## src/rtl/demux_1x4_32b_buf.sv

```systemverilog
// ---------------------------------------------------------------------------
// demux_1x4_32b_buf
//
// Registered 32-bit 1-to-4 demultiplexer with valid/ready handshaking.
// One input stream is steered by {s1,s0} into one of four output channels.
// Each channel owns a one-entry holding register (Yk/vk) and an 8-bit
// wrapping count of the words it has accepted (cntk).
//
// Ports:
//   clk            rising-edge clock
//   rst_n          synchronous active-low reset
//   s1, s0         channel select, {s1,s0} = 0..3 picks Y0..Y3
//   A              input data word
//   in_valid       A and select are valid this cycle
//   in_ready       block accepts A this cycle (combinational from s1/s0/vk/rk)
//   Y0..Y3         registered channel data
//   v0..v3         channel holds a valid word
//   r0..r3         consumer takes the channel word this cycle
//   cnt0..cnt3     words accepted per channel, modulo 256
// ---------------------------------------------------------------------------
module demux_1x4_32b_buf (
    input  logic        clk,
    input  logic        rst_n,
    input  logic        s1,
    input  logic        s0,
    input  logic [31:0] A,
    input  logic        in_valid,
    output logic        in_ready,
    output logic [31:0] Y0,
    output logic [31:0] Y1,
    output logic [31:0] Y2,
    output logic [31:0] Y3,
    output logic        v0,
    output logic        v1,
    output logic        v2,
    output logic        v3,
    input  logic        r0,
    input  logic        r1,
    input  logic        r2,
    input  logic        r3,
    output logic [7:0]  cnt0,
    output logic [7:0]  cnt1,
    output logic [7:0]  cnt2,
    output logic [7:0]  cnt3
);

    // Each channel is a one-entry buffer: EMPTY or FULL.
    typedef enum logic {
        EMPTY = 1'b0,
        FULL  = 1'b1
    } chan_state_e;

    chan_state_e state_q [4];
    chan_state_e state_d [4];
    logic [31:0] data_q  [4];
    logic [31:0] data_d  [4];
    logic [7:0]  cnt_q   [4];
    logic [7:0]  cnt_d   [4];

    logic [1:0]  sel;
    logic [3:0]  r_vec;
    logic [3:0]  v_vec;
    logic [3:0]  drain;
    logic [3:0]  load;
    logic        acc;

    assign sel   = {s1, s0};
    assign r_vec = {r3, r2, r1, r0};

    // Valid bits are just the FULL flag of each channel.
    always_comb begin
        v_vec = '0;
        for (int k = 0; k < 4; k++) begin
            v_vec[k] = (state_q[k] == FULL);
        end
    end

    // A word leaves a channel whenever it is held and its consumer is ready.
    assign drain = v_vec & r_vec;

    // The selected channel can take a word if it is empty or is being
    // emptied in this same cycle, so a streaming consumer sees no bubble.
    assign in_ready = ~v_vec[sel] | r_vec[sel];
    assign acc      = in_valid & in_ready;

    // One-hot load strobe for the channel receiving the accepted word.
    always_comb begin
        load = '0;
        if (acc) begin
            load[sel] = 1'b1;
        end
    end

    // Per-channel next state: a load always wins (covers the simultaneous
    // drain + load case, keeping the channel FULL with the new word); a
    // drain without a load empties the channel but leaves the data bits
    // untouched so Yk keeps its last value.
    always_comb begin
        for (int k = 0; k < 4; k++) begin
            state_d[k] = state_q[k];
            data_d[k]  = data_q[k];
            cnt_d[k]   = cnt_q[k];
            if (load[k]) begin
                state_d[k] = FULL;
                data_d[k]  = A;
                cnt_d[k]   = cnt_q[k] + 8'd1;
            end else if (drain[k]) begin
                state_d[k] = EMPTY;
            end
        end
    end

    // State registers with synchronous reset; reset discards held words
    // and clears counters, overriding any accept presented meanwhile.
    always_ff @(posedge clk) begin
        if (!rst_n) begin
            for (int k = 0; k < 4; k++) begin
                state_q[k] <= EMPTY;
                data_q[k]  <= 32'h0;
                cnt_q[k]   <= 8'h0;
            end
        end else begin
            for (int k = 0; k < 4; k++) begin
                state_q[k] <= state_d[k];
                data_q[k]  <= data_d[k];
                cnt_q[k]   <= cnt_d[k];
            end
        end
    end

    assign Y0 = data_q[0];
    assign Y1 = data_q[1];
    assign Y2 = data_q[2];
    assign Y3 = data_q[3];

    assign v0 = v_vec[0];
    assign v1 = v_vec[1];
    assign v2 = v_vec[2];
    assign v3 = v_vec[3];

    assign cnt0 = cnt_q[0];
    assign cnt1 = cnt_q[1];
    assign cnt2 = cnt_q[2];
    assign cnt3 = cnt_q[3];

endmodule

```

## config.mk

```make
export PLATFORM = sky130hd
export DESIGN_NAME = demux_1x4_32b_buf
export DESIGN_NICKNAME = d
export VERILOG_FILES = /design/src/rtl/demux_1x4_32b_buf.sv
export SDC_FILE = /design/constraint.sdc
export NUM_CORES = 1
export LEC_CHECK = 0
export ABC_AREA = 1
export CORE_ASPECT_RATIO = 1.1
export CORE_MARGIN = 5
export CORE_UTILIZATION = 25
export DETAILED_ROUTE_END_ITERATION = 12
export PLACE_DENSITY = 0.48
export SYNTH_ARGS = -nofsm -noshare
export SYNTH_HDL_FRONTEND = slang
export SYNTH_SLANG_ARGS = --single-unit
```

## constraint.sdc

```tcl
create_clock -name clk -period 2.9 [get_ports clk]
set_input_delay 0.725 -clock clk [delete_from_list [all_inputs] [get_ports clk]]
set_output_delay 0.725 -clock clk [all_outputs]
set_load 0.01 [all_outputs]
```

==> out/summary.txt <==
================================================================================
Summed negative setup slack over all endpoints ....................         0 ps
Count of TritonRoute iterations in the first routing pass .........            5
Area growth from synthesis to layout ..............................        44.0%
Routed WL per cell ................................................      17.8 um
Initial antenna violation count ...................................            0
Final worst path period share .....................................        86.6%
Pin count of the biggest net entering global routing ..............           89
Leakage power .....................................................      3.51 nW
Share of total power consumed by net switching ....................        28.7%
Classification of the worst setup path ............................ input pin to output port
Latest clock arrival within the worst-skew pair ...................       430 ps
VDD IR-drop max ...................................................   0.000298 V
Worst Setup EP ....................................................     in_ready
Layout Skew .......................................................      10.7 ps
Met3 global-route usage ...........................................        4.72%
Fraction of final layout cells with drive strength greater than 1 .        6.36%
Top-level I/O count ...............................................          206
Worst reg2reg endpoint ............................................ data_q[0][14]
Die height ........................................................       185 um
Overflow left after global routing ................................            0
Worst setup EP type ...............................................  output port
Hold buffer count at CTS ..........................................            0
Clock sink count ..................................................          164
Number of setup violations in the final report ....................            0
Pre-CTS setup slack ...............................................      -201 ps
DRC ...............................................................            0
NumNets Final .....................................................        1,133
Sw Pwr ............................................................    0.00156 W
Actual slew at the worst max-slew pin .............................       675 ps
Max-slew violation total from the final report ....................            0
Post-synthesis sequential element count ...........................          164
Sequential Power Share ............................................        43.9%
Reg2Reg Setup Slack ...............................................      1190 ps
Crit path from ....................................................           r1
Outcome ........................................................... finished, final reports clean
CTS tree ..........................................................        built
Internal power ....................................................    0.00386 W
Antenna-violating nets left .......................................            0
Number of nets in the synthesized netlist .........................          967
Unique masters post-synth .........................................           20
Cell count after synthesis ........................................          922
Area of the multi-input gates .....................................     3050 um2
Clock slew at reported path FFs ...................................        70 ps
CP Data Arrival Time ..............................................      1790 ps
Required arrival time at the worst endpoint .......................      2170 ps
Clk root buf ......................................................    clkbuf_16
Via density per instance ..........................................         4.79
Maximum clock path buffer count ...................................            2
GR Util All Layers ................................................        16.1%
Startpoint of the worst-slack reg-to-reg timing path ..............   state_q[1]
Fill cell total of the finished layout ............................        2,932
Comb pwr share ....................................................        12.4%
Tightest slew margin relative to the limit ........................        55.0%
Worst-case reg-to-reg path depth ..................................            9
HPWL Detailed .....................................................      16.7 mm
Routing usage on met1 .............................................        21.7%
TritonCTS Buffers .................................................           17
Horizontal die dimension ..........................................       169 um
Total Die Area ....................................................   31,100 um2
Cell area after technology mapping ................................     6930 um2
Syn avg cell area .................................................     7.51 um2
Unrepaired setup endpoints after global routing ...................        false
Yosys warns .......................................................            0
Number of inserted diodes .........................................            0
Iteration-0 DRC count of the detailed router ......................          433
Total power per unit cell area ....................................   544 nW/um2
RD Place Congestion ...............................................        0.787
Setup bufs post-CTS ...............................................            0
Via count of the first global-routing pass ........................        6,697
Setup ws final ....................................................       389 ps
Post-layout min period ............................................      2510 ps
Global-route wire length before repair ............................      39.7 mm
Fin. Hold Viols ...................................................            0
Port-buffer cells .................................................          205
Count of vias placed by the detailed router .......................        7,010
Critical path fanouts, max ........................................            2
CTS HTree Levels ..................................................            4
Sequential area share after synthesis .............................        47.4%
Placeable core region .............................................   27,500 um2
Register cell area after layout ...................................     3280 um2
Class of the most critical hold timing path ....................... flop to flop
Max-capacitance violation count ...................................            0
Maximum clock rate ................................................    0.398 GHz
Starting density of the core ......................................        25.1%
Grt peak-use layer ................................................         met2
Routed wire length ................................................      26.1 mm
Setup crit start kind .............................................    input pin
Clock network power share .........................................        43.6%
Row count .........................................................           64
Met2 Track Usage GR ...............................................        25.4%
================================================================================
## flip-flops by register name (all words and copies together), names as in the netlist
| register | cells |
|---|---|
| state_q | 4 |
| data_q | 128 |
| cnt_q | 32 |
## power by group through the flow
stage / Clock (W) / Sequential [W] / Combinational, W
after global routing: 0.00253 / 0.00239 / 0.000731
after global placement: 0 / 0.00244 / 0.000682
final: 0.00237 / 0.00238 / 0.000674
after detailed placement: 0 / 0.00243 / 0.000682
after floorplan: 0 / 0.00246 / 0.000280
after CTS: 0.00244 / 0.00238 / 0.000683
## timing repair
action,CTS,global route
pin swaps,0,0
setup endpoints to repair,1,1
gates resized for setup,2,2
## worst max-delay path: stages
cell	delay [ps]
clkdlybuf4s50_1	450
nand3_1	110
nand2_1	60
nor2_1	160
nand2_4	80
dlymetal6s2s_1	190
## cell usage in the layout (no fill, tap or decap), types with 2 or more instances in the layout
| cell type | instances |
|---|---|
| a21oi_1 | 141 |
| nor2_4 | 2 |
| inv_1 | 51 |
| ha_1 | 4 |
| clkinv_8 | 3 |
| nand2_1 | 232 |
| o21ai_0 | 2 |
| buf_12 | 9 |
| inv_6 | 2 |
| xor2_1 | 6 |
| clkdlybuf4s50_1 | 201 |
| nor3_1 | 5 |
| clkbuf_16 | 17 |
| inv_8 | 5 |
| clkinv_4 | 4 |
| nor2_1 | 44 |
| nand3_2 | 4 |
| buf_4 | 20 |
| xnor2_1 | 4 |
| nand3_1 | 19 |
| nand4_1 | 154 |
| dfxtp_1 | 164 |
## metal layers
metal  vias up  share of wire (%)
met1      3333                 46
met3        19                6.3
met4         0                1.2
met2       172                 47
met5         -                  0
li1       3486                  -
## logic make-up after synthesis
family                     Yosys count  share of synthesized area [%]
and+or+nand+nor                    461                           31.2
DFF                                164                           47.4
AOI/OAI and AO/OA                  143                           10.3
buffers and inverters              140                           9.14
xor gates and xnor gates            10                           1.26
adders and majority gates            4                          0.722
## through the flow
stage	area (um2)	total power, W	hold WS (ps)	utilization [%]	cells
global route	9980	0.00565	474	36.2	1464
floorplan	6930	0.00274	484	-	922
finish	9980	0.00542	458	36.2	1464
CTS	9970	0.00551	461	36.2	1464
detailed placement	9360	0.00312	451	34.0	1432
global placement	9360	0.00312	447	34.0	1432
## worst min path at each step
stage | startpoint | endpoint | slack, ps | cells past startpoint
detailed placement | data_q[0][27] | data_q[0][27] | 450 | 2
global route | data_q[1][24] | data_q[1][24] | 470 | 2
finish | data_q[0][27] | data_q[0][27] | 460 | 2
global placement | data_q[0][26] | data_q[0][26] | 450 | 2
floorplan | data_q[0][0] | data_q[0][0] | 480 | 2
CTS | data_q[0][27] | data_q[0][27] | 460 | 2
## cell usage after synthesis, drive strengths merged
cell type	n	area (um2)
a21oi	141	706
buf	44	273
clkbuf	42	158
dfxtp	164	3280
ha	4	50.1
inv	54	203
nand2	233	875
nand3	23	120
nand4	154	963
nor2	46	175
nor3	5	25.0
o21ai	2	10.0
xnor2	4	35.0
xor2	6	52.6
## final cells by class
type | count | share of cell area, %
Inverter | 54 | 2.06
Clock buffer | 17 | 4.26
Tap cell | 363 | 4.55
Sequential cell | 164 | 32.9
Timing Repair Buffer | 233 | 23.8
Clock inverter | 15 | 1.88
Multi-Input combinational cell | 618 | 30.5
Power figures use the tool's default switching activity.
